--- src/rtl/audio_pkg.sv ---
// rtl/audio_pkg.sv - shared playback types, widths and rate decode helpers
package audio_pkg;

   localparam int         AUDIO_ADDR_W = 20;
   localparam int         AUDIO_DATA_W = 16;
   localparam logic [3:0] SPEED_NORMAL = 4'd7;

   typedef enum logic [2:0] {
      ST_IDLE,
      ST_FETCH1,
      ST_FETCH2,
      ST_WAIT,
      ST_DONE
   } play_state_t;

   // Last index of a repeat group (N-1); fast and normal speed never repeat.
   function automatic logic [2:0] rep_last(input logic fast, input logic [3:0] speed);
      if (fast || speed >= SPEED_NORMAL) return 3'd0;
      return 3'd7 - speed[2:0];
   endfunction

   function automatic logic [3:0] step_of(input logic fast, input logic [3:0] speed);
      if (fast) return {1'b0, speed[2:0]} + 4'd1;
      return 4'd1;
   endfunction

endpackage

--- src/rtl/play_seq_if.sv ---
// rtl/play_seq_if.sv - SRAM read port between the playback sequencer and sample memory
interface play_seq_if import audio_pkg::*; #(
   parameter int ADDR_W = AUDIO_ADDR_W,
   parameter int DATA_W = AUDIO_DATA_W
);
   logic              rd_req;
   logic [ADDR_W-1:0] rd_addr;
   logic              rd_valid;
   logic [DATA_W-1:0] rd_data;

   modport master (output rd_req, output rd_addr, input rd_valid, input rd_data);
   modport slave  (input rd_req, input rd_addr, output rd_valid, output rd_data);
endinterface

--- src/rtl/play_rate_cnt.sv ---
// rtl/play_rate_cnt.sv - speed/fast latch, repeat/step decode and interpolation index counter
module play_rate_cnt import audio_pkg::*; (
   input  logic       i_clk,
   input  logic       i_rst_n,
   input  logic       i_clear,
   input  logic       i_fire,
   input  logic       i_fast,
   input  logic [3:0] i_speed,
   output logic [2:0] o_count,
   output logic       o_advance,
   output logic [3:0] o_step
);
   logic       fast_q, fast_d;
   logic [3:0] speed_q, speed_d;
   logic [2:0] count_q, count_d;

   assign o_advance = i_fire && (count_q == rep_last(fast_q, speed_q));
   assign o_step    = step_of(fast_q, speed_q);
   assign o_count   = count_q;

   // Settings are resampled only when a group closes, so a group never changes length mid-way.
   always_comb begin
      fast_d  = fast_q;
      speed_d = speed_q;
      count_d = count_q;
      if (i_clear || o_advance) begin
         fast_d  = i_fast;
         speed_d = i_speed;
         count_d = '0;
      end else if (i_fire) begin
         count_d = count_q + 3'd1;
      end
   end

   always_ff @(posedge i_clk or negedge i_rst_n) begin
      if (!i_rst_n) begin
         fast_q  <= 1'b0;
         speed_q <= '0;
         count_q <= '0;
      end else begin
         fast_q  <= fast_d;
         speed_q <= speed_d;
         count_q <= count_d;
      end
   end

endmodule

--- src/rtl/play_seq.sv ---
// rtl/play_seq.sv - SRAM-to-DAC playback sequencer; PLAY_SEQ_UNDERRUN_CNT_EN adds o_underrun_cnt
module play_seq import audio_pkg::*; #(
   parameter int ADDR_W = AUDIO_ADDR_W,
   parameter int DATA_W = AUDIO_DATA_W
) (
   input  logic              i_clk,
   input  logic              i_rst_n,
   input  logic              i_start,
   input  logic              i_stop,
   input  logic              i_pause,
   input  logic              i_fast,
   input  logic [3:0]        i_speed,
   input  logic [ADDR_W-1:0] i_end_addr,
   input  logic              i_sample_req,
   play_seq_if.master        rd,
   output logic [DATA_W-1:0] o_data1,
   output logic [DATA_W-1:0] o_data2,
   output logic [2:0]        o_count_inter,
   output logic              o_sample_valid,
   output logic [ADDR_W-1:0] o_addr,
   output logic              o_busy,
`ifdef PLAY_SEQ_UNDERRUN_CNT_EN
   output logic [7:0]        o_underrun_cnt,
`endif
   output logic              o_done
);
   play_state_t       state_q, state_d;
   logic [ADDR_W-1:0] addr_q, addr_d;
   logic [DATA_W-1:0] d1_q, d1_d, d2_q, d2_d;
   logic              sent_q, sent_d;
   logic              pend_q, pend_d;
   logic              rdout_q, rdout_d;
   logic [DATA_W-1:0] out1_q, out1_d, out2_q, out2_d;
   logic [2:0]        outcnt_q, outcnt_d;
   logic [ADDR_W-1:0] outaddr_q, outaddr_d;
   logic              valid_q, valid_d;

   logic              fetching, rd_req, fire, start_go, clear, advance;
   logic [3:0]        step;
   logic [2:0]        count;
   logic [ADDR_W:0]   next_addr, end_ext;

   assign fetching  = (state_q == ST_FETCH1) || (state_q == ST_FETCH2);
   assign start_go  = (state_q == ST_IDLE) && i_start && !i_stop;
   assign clear     = i_stop || start_go;
   assign fire      = (state_q == ST_WAIT) && !i_stop && !i_pause && (i_sample_req || pend_q);
   // rdout_q survives a stop so a fresh fetch never overlaps a read still in flight.
   assign rd_req    = fetching && !i_stop && !sent_q && !rdout_q;
   assign rdout_d   = rd_req || (rdout_q && !rd.rd_valid);
   assign next_addr = {1'b0, addr_q} + (ADDR_W+1)'(step);
   assign end_ext   = {1'b0, i_end_addr};

   assign rd.rd_req  = rd_req;
   assign rd.rd_addr = !rd_req ? '0 :
                       (state_q == ST_FETCH2) ? addr_q + ADDR_W'(1) : addr_q;

   play_rate_cnt u_rate (
      .i_clk     (i_clk),
      .i_rst_n   (i_rst_n),
      .i_clear   (clear),
      .i_fire    (fire),
      .i_fast    (i_fast),
      .i_speed   (i_speed),
      .o_count   (count),
      .o_advance (advance),
      .o_step    (step)
   );

   always_comb begin
      state_d   = state_q;
      addr_d    = addr_q;
      d1_d      = d1_q;
      d2_d      = d2_q;
      sent_d    = sent_q;
      pend_d    = pend_q;
      out1_d    = out1_q;
      out2_d    = out2_q;
      outcnt_d  = outcnt_q;
      outaddr_d = outaddr_q;
      valid_d   = 1'b0;
      if (i_stop) begin
         state_d = ST_IDLE;
         pend_d  = 1'b0;
         sent_d  = 1'b0;
      end else begin
         unique case (state_q)
            ST_IDLE: begin
               if (i_start) begin
                  addr_d  = '0;
                  pend_d  = 1'b0;
                  state_d = ST_FETCH1;
               end
            end
            ST_FETCH1, ST_FETCH2: begin
               if (i_sample_req) pend_d = 1'b1;
               if (rd_req) begin
                  sent_d = 1'b1;
               end else if (sent_q && rd.rd_valid) begin
                  sent_d = 1'b0;
                  if (state_q == ST_FETCH2) begin
                     d2_d    = rd.rd_data;
                     state_d = ST_WAIT;
                  end else begin
                     d1_d = rd.rd_data;
                     if (addr_q == i_end_addr) begin
                        d2_d    = rd.rd_data;
                        state_d = ST_WAIT;
                     end else begin
                        state_d = ST_FETCH2;
                     end
                  end
               end
            end
            ST_WAIT: begin
               if (fire) begin
                  pend_d    = 1'b0;
                  valid_d   = 1'b1;
                  out1_d    = d1_q;
                  out2_d    = d2_q;
                  outcnt_d  = count;
                  outaddr_d = addr_q;
                  if (advance) begin
                     if (next_addr > end_ext) begin
                        state_d = ST_DONE;
                     end else begin
                        addr_d = next_addr[ADDR_W-1:0];
                        if (step == 4'd1) begin
                           // Sliding by one: the old "next" becomes current; at the end it pairs with itself.
                           d1_d    = d2_q;
                           state_d = (next_addr == end_ext) ? ST_WAIT : ST_FETCH2;
                        end else begin
                           state_d = ST_FETCH1;
                        end
                     end
                  end
               end
            end
            ST_DONE: state_d = ST_IDLE;
            default: state_d = ST_IDLE;
         endcase
      end
   end

   always_ff @(posedge i_clk or negedge i_rst_n) begin
      if (!i_rst_n) begin
         state_q   <= ST_IDLE;
         addr_q    <= '0;
         d1_q      <= '0;
         d2_q      <= '0;
         sent_q    <= 1'b0;
         pend_q    <= 1'b0;
         rdout_q   <= 1'b0;
         out1_q    <= '0;
         out2_q    <= '0;
         outcnt_q  <= '0;
         outaddr_q <= '0;
         valid_q   <= 1'b0;
      end else begin
         state_q   <= state_d;
         addr_q    <= addr_d;
         d1_q      <= d1_d;
         d2_q      <= d2_d;
         sent_q    <= sent_d;
         pend_q    <= pend_d;
         rdout_q   <= rdout_d;
         out1_q    <= out1_d;
         out2_q    <= out2_d;
         outcnt_q  <= outcnt_d;
         outaddr_q <= outaddr_d;
         valid_q   <= valid_d;
      end
   end

`ifdef PLAY_SEQ_UNDERRUN_CNT_EN
   logic       drop;
   logic [7:0] urun_q, urun_d;

   assign drop = i_sample_req && pend_q && !i_stop &&
                 (fetching || ((state_q == ST_WAIT) && !i_pause));

   always_comb begin
      urun_d = urun_q;
      if (start_go)                    urun_d = '0;
      else if (drop && urun_q != 8'hFF) urun_d = urun_q + 8'd1;
   end

   always_ff @(posedge i_clk or negedge i_rst_n) begin
      if (!i_rst_n) urun_q <= '0;
      else          urun_q <= urun_d;
   end

   assign o_underrun_cnt = urun_q;
`endif

   assign o_data1        = out1_q;
   assign o_data2        = out2_q;
   assign o_count_inter  = outcnt_q;
   assign o_sample_valid = valid_q;
   assign o_addr         = outaddr_q;
   assign o_busy         = (state_q != ST_IDLE);
   assign o_done         = (state_q == ST_DONE);

endmodule

--- src/flat_wrapper.sv ---
// flat-port wrapper written by rule: the top's interface ports become plain ports
module play_seq_flat import audio_pkg::*;
#(
   parameter int ADDR_W = AUDIO_ADDR_W,
   parameter int DATA_W = AUDIO_DATA_W
)
  (i_clk, i_rst_n, i_start, i_stop, i_pause, i_fast, i_speed, i_end_addr, i_sample_req, o_data1, o_data2, o_count_inter, o_sample_valid, o_addr, o_busy, o_done, rd_rd_req, rd_rd_addr, rd_rd_valid, rd_rd_data);
  play_seq_if #(.ADDR_W(ADDR_W), .DATA_W(DATA_W)) rd_i ();
  input  logic i_clk;
  input  logic i_rst_n;
  input  logic i_start;
  input  logic i_stop;
  input  logic i_pause;
  input  logic i_fast;
  input  logic [3:0] i_speed;
  input  logic [ADDR_W-1:0] i_end_addr;
  input  logic i_sample_req;
  output logic [DATA_W-1:0] o_data1;
  output logic [DATA_W-1:0] o_data2;
  output logic [2:0] o_count_inter;
  output logic o_sample_valid;
  output logic [ADDR_W-1:0] o_addr;
  output logic o_busy;
  output logic o_done;
  output wire logic [$bits(rd_i.rd_req)-1:0] rd_rd_req;
  output wire logic [$bits(rd_i.rd_addr)-1:0] rd_rd_addr;
  input wire logic [$bits(rd_i.rd_valid)-1:0] rd_rd_valid;
  input wire logic [$bits(rd_i.rd_data)-1:0] rd_rd_data;
  assign rd_rd_req = rd_i.rd_req;
  assign rd_rd_addr = rd_i.rd_addr;
  assign rd_i.rd_valid = rd_rd_valid;
  assign rd_i.rd_data = rd_rd_data;
  play_seq #(.ADDR_W(ADDR_W), .DATA_W(DATA_W)) u_core (.i_clk(i_clk), .i_rst_n(i_rst_n), .i_start(i_start), .i_stop(i_stop), .i_pause(i_pause), .i_fast(i_fast), .i_speed(i_speed), .i_end_addr(i_end_addr), .i_sample_req(i_sample_req), .rd(rd_i), .o_data1(o_data1), .o_data2(o_data2), .o_count_inter(o_count_inter), .o_sample_valid(o_sample_valid), .o_addr(o_addr), .o_busy(o_busy), .o_done(o_done));
endmodule
--- config.mk ---
export PLATFORM = sky130hd
export DESIGN_NAME = play_seq_flat
export DESIGN_NICKNAME = d
export VERILOG_FILES = /design/src/rtl/audio_pkg.sv /design/src/rtl/play_seq_if.sv /design/src/rtl/play_rate_cnt.sv /design/src/rtl/play_seq.sv /design/src/flat_wrapper.sv
export SDC_FILE = /design/constraint.sdc
export NUM_CORES = 1
export LEC_CHECK = 0
export CAP_MARGIN = 10
export CORE_UTILIZATION = 53
export DETAILED_ROUTE_END_ITERATION = 6
export MAX_ROUTING_LAYER = met4
export PLACE_DENSITY = 0.87
export SYNTH_ARGS = -nofsm -noshare
export SYNTH_HDL_FRONTEND = slang
export SYNTH_HIERARCHICAL = 1
export SYNTH_SLANG_ARGS = --single-unit
export TNS_END_PERCENT = 30
--- constraint.sdc ---
create_clock -name i_clk -period 6.9 [get_ports i_clk]
set_input_delay 2.07 -clock i_clk [delete_from_list [all_inputs] [get_ports i_clk]]
set_output_delay 2.07 -clock i_clk [all_outputs]
set_load 0.01 [all_outputs]
==> results.md, run 1 <==
* Finished Layout Cells at 935
* Leak at 3.91 nW
* Layout cell share with drive strength beyond 1 at 19.0%
* Area leader, netlist: dfrtp_1
* Total power at 2.20 mW
* Vias at 5447
* R2R setup slack at 1.44 ns
* Largest delay share family, worst path: buffers and inverters
* Endpoints failing setup at 0
* Fin. max-slew vios at 0
* Mapped Nets at 713
* Yosys warns at 6
* CP arrival at 4.03 ns
* Worst EP required at 4.83 ns
* Prevailing post-synth register cell: dfrtp_1
* Drt drc at 1
* CTS tree: done
* Total negative slack at 0 ns
* Post-CTS sizing at 0
* Syn_area_per_cell at 11.0 um^2
* CP max stage cell: nand2b_1
* CP Buf/Inv Count at 2
* Final #Nets at 826
* Die H at 117 um
* Worst skew pair latency at 0.42 ns
* Failing checks: DRC
* Status: finished, violations left
* PortBufs at 126
* Crit-path max FO at 22
* Initial antenna violation count at 0
* Fin worst setup slack at 0.799 ns
* Die area at 0.0136 mm^2
* DRT antenna net count at 0
* Critical path class: input pin to output pin
* Largest net degree at the start of global routing at 81
* Clock Tree Root: clkbuf_16
* Asr flop ratio synth at 100%
* First drt pass iteration count at 7
* Cell area after synthesis at 0.00698 mm^2
* Post-CTS setup buffers at 0
* Post-synth EDFFs at 0
* CP startpoint kind: input pin
* Core Region at 0.0127 mm^2
* CTS max path bufs at 2
* Vias/cell at 5.83
* Diodes inserted at 0
* Pre-CTS setup slack at 0.795 ns
* Post-synthesis register bit count at 122
* CTS buffer count at 17
* Clock slew at reported path FFs at 0.06 ns
* Final Hold Viols at 0
* Post-synthesis sequential area ratio at 43.8%
* Hold-fix buffers, CTS at 0
* Pwr/cell area at 247 mW/mm^2
* Final global-route overflow total at 0
* Die Span X at 117 um
* Hold Crit Class: register to register
* Setup crit end kind: output pin
* Fmax at 0.164 GHz
* Placed Cells at 903
* Initial Utilization at 54.8%
* Top post-synthesis cells by area: dfrtp_1, mux2_2, ha_1
* Post-synth top cells: dfrtp_1, mux2_2, nor2_1
* Number of global-route vias before repair at 5713
* Period Utilization, post-route at 88.4%
* Number of max-cap violations at 0
* Cell Chain, Critical Path: clkdlybuf4s50_1, nand2b_1, a21oi_1, clkdlybuf4s50_1
* Peak supply drop at 0.229 mV
* Detail Placement HPWL at 12.3 mm
* Row count at 41
* Worst path most repeated cell: clkdlybuf4s50_1
* CTS Sinks at 122
* RSZ-0062 raised after global routing: false
* Routed wire length per instance at 18.9 um
* Count of cell types in the netlist at 69
* Slew @ Worst Pin at 1.05 ns
* Routed wire length at 17.7 mm
* Cell count after synthesis at 637
* Routability cong. at 0.931
* First-pass GRT wire length at 28.5 mm
* I/O Pins at 127
* Area growth syn-to-layout at 27.3%
* Crit-path max cell delay at 0.60 ns
* Most common cell in the netlist: dfrtp_1
* GRT Overall Usage at 28.6%
* Minimum clock period at 6.10 ns
* Worst rel slew slack at 30.2%
* H-tree depth at 4
* Clk_skew at 0.0173 ns
* DR iter-0 viols at 439
* Post-synth top area share at 43.8%
==> metal layers <==
metal | routed length (um) | GRT usage, % | vias up
met5 | 0 | - | -
met4 | 544 | 12.3 | 0
met3 | 1140 | 6.95 | 47
met2 | 8580 | 46.5 | 217
met1 | 7400 | 33.9 | 2689
li1 | - | - | 2494
==> cell type report <==
class	count	area (um^2)
fill	946	3840
multi-input combinational	444	3610
sequential	122	3050
timing repair buffer	129	1280
clock buffer	19	443
tap	172	215
clock inverter	13	143
inverter	36	135
==> through the flow <==
stage                     instance area [um^2]  util, %  hold slack [ns]
final                                     8880     69.8            0.504
after global routing                      8880     69.8            0.523
after CTS                                 8880     69.8            0.508
after detailed placement                  8300     65.2            0.494
after global placement                    8300     65.2            0.490
after floorplan                           6980        -            0.480
==> state kept, by name (all words and copies together) (netlist names) <==
register               cells
u_core/pend_q              1
u_core/state_q             3
u_core/u_rate/o_count      3
u_core/o_data1            16
u_core/u_rate/speed_q      4
u_core/u_rate/fast_q       1
u_core/d1_q               16
u_core/o_data2            16
u_core/addr_q             20
u_core/o_addr             20
u_core/o_sample_valid      1
u_core/sent_q              1
u_core/o_count_inter       3
u_core/d2_q               16
u_core/rdout_q             1
==> path summary, 6_finish.rpt <==
path	start	end	cells past startpoint
setup / recovery	i_stop	rd_rd_addr[15]	4
hold / removal	u_core/o_data1[9]$_DFFE_PN0P_	u_core/o_data1[9]$_DFFE_PN0P_	1
setup reg to reg	u_core/u_rate/speed_q[1]$_DFFE_PN0P_	u_core/addr_q[19]$_DFFE_PN0P_	18
hold reg to reg	u_core/o_data1[9]$_DFFE_PN0P_	u_core/o_data1[9]$_DFFE_PN0P_	1
max in group asynchronous	i_rst_n	u_core/addr_q[8]$_DFFE_PN0P_	2
min in group asynchronous	i_rst_n	u_core/o_addr[2]$_DFFE_PN0P_	1
==> cell families (layout without fill, tap and decap cells) <==
family	after synthesis	in the layout	synth area share [%]
AOI/OAI and AO/OA	93	93	11.3
xor gates and xnor gates	61	61	7.66
adders and majority gates	28	28	5.13
buffers and inverters	71	197	4.73
DFF	122	122	43.8
muxes	77	77	12.4
and+or+nand+nor	185	185	15.0
==> cell usage in the layout (no fill, tap or decap), types with 5 or more instances in the layout <==
cell,Yosys,layout
clkinvlp_4,0,5
ha_1,27,27
o221a_2,12,12
clkbuf_16,0,17
o211ai_1,7,7
a21oi_1,17,17
inv_1,36,36
nand4_1,15,15
nor3_1,11,11
dfrtp_1,122,122
nand3_1,21,21
xnor2_1,38,38
nor2_1,42,42
mux2_2,76,76
xor2_1,23,23
nand2b_1,23,23
a22o_1,12,12
nand2_1,33,33
o21ai_0,12,12
clkdlybuf4s50_1,0,125
==> where the power goes <==
part	switching [mW]	internal [mW]	total [mW]	leakage [nW]
Combinational	0.202	0.211	0.413	1.96
Sequential	0.0896	0.815	0.904	1.67
Clock	0.338	0.542	0.880	0.272
Total	0.629	1.57	2.20	3.91
Power figures use the tool's default switching activity.
==> run 2: changes to the inputs <==
--- a/config.mk
+++ b/config.mk
@@ -6,8 +6,10 @@
 export NUM_CORES = 1
 export LEC_CHECK = 0
 export CAP_MARGIN = 10
+export CORE_MARGIN = 10
 export CORE_UTILIZATION = 53
 export DETAILED_ROUTE_END_ITERATION = 6
+export GPL_TIMING_DRIVEN = 0
 export MAX_ROUTING_LAYER = met4
 export PLACE_DENSITY = 0.87
 export SYNTH_ARGS = -nofsm -noshare
==> constraint.sdc (replaced) <==
create_clock -name i_clk -period 7.6 [get_ports i_clk]
set_input_delay 2.28 -clock i_clk [delete_from_list [all_inputs] [get_ports i_clk]]
set_output_delay 2.28 -clock i_clk [all_outputs]
set_load 0.01 [all_outputs]
==> run 2 against run 1 <==
  * The flow now finishes without violations
  * Register-to-register slack gained 0.68 ns
  * Count of clock-buffer cells in the layout is the same
  * Power shrank 7.7%
  * Final area grew 2.2%
  * Flip-flop and latch count is the same
  * Non-clock buffer count grew 33
  * Worst setup slack lost 0.23 ns
  * Core utilization grew 1.2 points
  * Clock power shrank 7.8%
  * Largest power group unchanged
  * First-iteration DRC count shrank 6.8%
  * Combinational power shrank 2%
  * Worst hold slack lost 0.00096 ns
  * Highest routed layer unchanged
==> results.md, run 2 (synthesis gave the netlist of run 1 again) <==
* Status: completed
* Area growth syn-to-layout at 30.1%
* Largest net degree at the start of global routing at 78 (-3.7%)
* Core Region at 0.0128 mm^2 (+0.40%)
* I/O Pins at 127 (unchanged)
* DRT antenna net count at 0 (unchanged)
* Worst EP required at 5.32 ns (+0.49 ns)
* Routed wire length per instance at 21.0 um (+11%)
* CTS buffer count at 17 (unchanged)
* Fin. max-slew vios at 0 (unchanged)
* H-tree depth at 4 (unchanged)
* First-pass GRT wire length at 32.3 mm (+14%)
* Crit-path max cell delay at 0.62 ns (+0.02 ns)
* CP startpoint kind: input pin
* Fin worst setup slack at 0.565 ns (-0.234 ns)
* Vias/cell at 5.81 (-0.34%)
* Pre-CTS setup slack at 0.596 ns (-0.199 ns)
* Hold-fix buffers, CTS at 0 (unchanged)
* Final #Nets at 859 (+4.0%)
* Drt drc at 0 (-1)
* Pwr/cell area at 224 mW/mm^2 (-9.6%)
* Die Span X at 135 um (+15%)
* Period Utilization, post-route at 92.6%
* Largest delay share family, worst path: buffers and inverters
* Number of max-cap violations at 0 (unchanged)
* Peak supply drop at 0.184 mV (-20%)
* Post-CTS sizing at 0 (unchanged)
* Leak at 4.06 nW (+4.0%)
* Final Hold Viols at 0 (unchanged)
* Minimum clock period at 7.04 ns
* Worst skew pair latency at 0.43 ns (about the same)
* Die area at 0.0182 mm^2 (+33%)
* GRT Overall Usage at 23.2% (-5.4 points)
* Fmax at 0.142 GHz
* CP max stage cell: clkdlybuf4s50_1
* Post-CTS setup buffers at 0 (unchanged)
* Initial Utilization at 54.6% (-0.22 points)
* Clk_skew at 0.00928 ns (-0.00801 ns)
* RSZ-0062 raised after global routing: false
* CP arrival at 4.76 ns (+0.73 ns)
* Flop pwr share at 40.1% (-1.1 points)
* Detail Placement HPWL at 15.0 mm (+21%)
* CTS tree: done
* Clk pwr share at 40.0% (about the same)
* DR iter-0 viols at 409 (-6.8%)
* Critical path class: input pin to output pin
* CP Buf/Inv Count at 4 (+2)
* Worst rel slew slack at 36.8% (+6.6 points)
* Final global-route overflow total at 0 (unchanged)
* Clock Tree Root: clkbuf_16
* Vias at 5614 (+3.1%)
* Diodes inserted at 0 (unchanged)
* Logic pwr share at 19.9% (+1.1 points)
* Clock slew at reported path FFs at 0.05 ns (about the same)
* Sw power at 0.585 mW (-6.9%)
* CTS Sinks at 122 (unchanged)
* Die H at 135 um (+15%)
* Slew @ Worst Pin at 0.940 ns (-0.107 ns)
* Internal at 1.44 mW (-8.0%)
* Number of global-route vias before repair at 5857 (+2.5%)
* First drt pass iteration count at 5 (-2)
* Cell Chain, Critical Path: clkdlybuf4s50_1, clkbuf_1, nand2b_1, clkbuf_1, nor2_1, clkdlybuf4s50_1
* Routed wire length at 20.3 mm (+15%)
* Initial antenna violation count at 0 (unchanged)
* Most common library cell in the layout ignoring fill and taps: clkdlybuf4s50_1
* Final hold slack at 0.503 ns (-0.000962 ns)
* CTS max path bufs at 2 (unchanged)
* Routability cong. at 0.904 (-2.9%)
* Most frequent cells in the layout: clkdlybuf4s50_1, dfrtp_1, mux2_2
* Row count at 41 (unchanged)
* Endpoints failing setup at 0 (unchanged)
* Hold Crit Class: register to register
* Crit-path max FO at 10 (-55%)
* Switch share at 28.9% (+0.23 points)
* Layout cell share with drive strength beyond 1 at 21.0% (+2.0 points)
* PortBufs at 126 (unchanged)
* Setup crit end kind: output pin
-- run 2: cell count changes in the layout (fill, tap and decap cells not counted), sizes merged --
| cell | change |
|---|---|
| clkbuf | +9 |
| buf | +24 |
| clkinvlp | -2 |
| inv | +1 |
-- run 2: metal layers --
metal  wire length (um)  part of all wire [%]  vias to the layer above  global-route usage, %
met1               8540                    42                     2779                   27.3
met5                  0                     0                        -                      -
li1                   -                     -                     2570                      -
met4                390                   1.9                        0                   8.10
met2               9930                    49                      229                   37.4
met3               1400                   6.9                       36                   6.75
-- run 2: final cells by class --
| cell class | instances | area, um^2 |
|---|---|---|
| buffer | 35 | 195 |
| clock buffer | 19 | 453 |
| clock inverter | 12 | 140 |
| fill | 872 | 3700 |
| inverter | 36 | 135 |
| multi-input combinational | 444 | 3590 |
| sequential | 122 | 3050 |
| tap | 172 | 215 |
| timing repair buffer | 127 | 1290 |
-- run 2: power by group through the flow --
stage	sequential (mW)	combinational [mW]	clock [mW]
after floorplan	0.802	0.251	0
after global placement	0.809	0.376	0
after detailed placement	0.819	0.397	0
after CTS	0.812	0.403	0.821
after global routing	0.822	0.438	0.852
final	0.814	0.404	0.811
-- run 2: final timing paths --
path / startpoint / end / slack, ns / depth (start not counted)
setup reg to reg: u_core/u_rate/speed_q[0]$_DFFE_PN0P_ / u_core/addr_q[18]$_DFFE_PN0P_ / 2.12 / 19
min in group asynchronous: i_rst_n / u_core/o_addr[7]$_DFFE_PN0P_ / 1.77 / 1
hold reg to reg: u_core/o_addr[0]$_DFFE_PN0P_ / u_core/o_addr[0]$_DFFE_PN0P_ / 0.50 / 1
setup / recovery: i_stop / rd_rd_addr[1] / 0.56 / 6
max in group asynchronous: i_rst_n / u_core/addr_q[15]$_DFFE_PN0P_ / 5.10 / 2
hold / removal: u_core/o_addr[0]$_DFFE_PN0P_ / u_core/o_addr[0]$_DFFE_PN0P_ / 0.50 / 1
-- run 2: through the flow --
stage	area, um^2	util, %	TNS [ns]	cells	power, mW
CTS	9080	71.1	0	967	2.04
finish	9080	71.1	0	967	2.03
global placement	8450	66.2	-39.48	935	1.18
floorplan	6980	-	0	637	1.05
detailed placement	8480	66.4	0	936	1.22
global route	9080	71.1	0	967	2.11
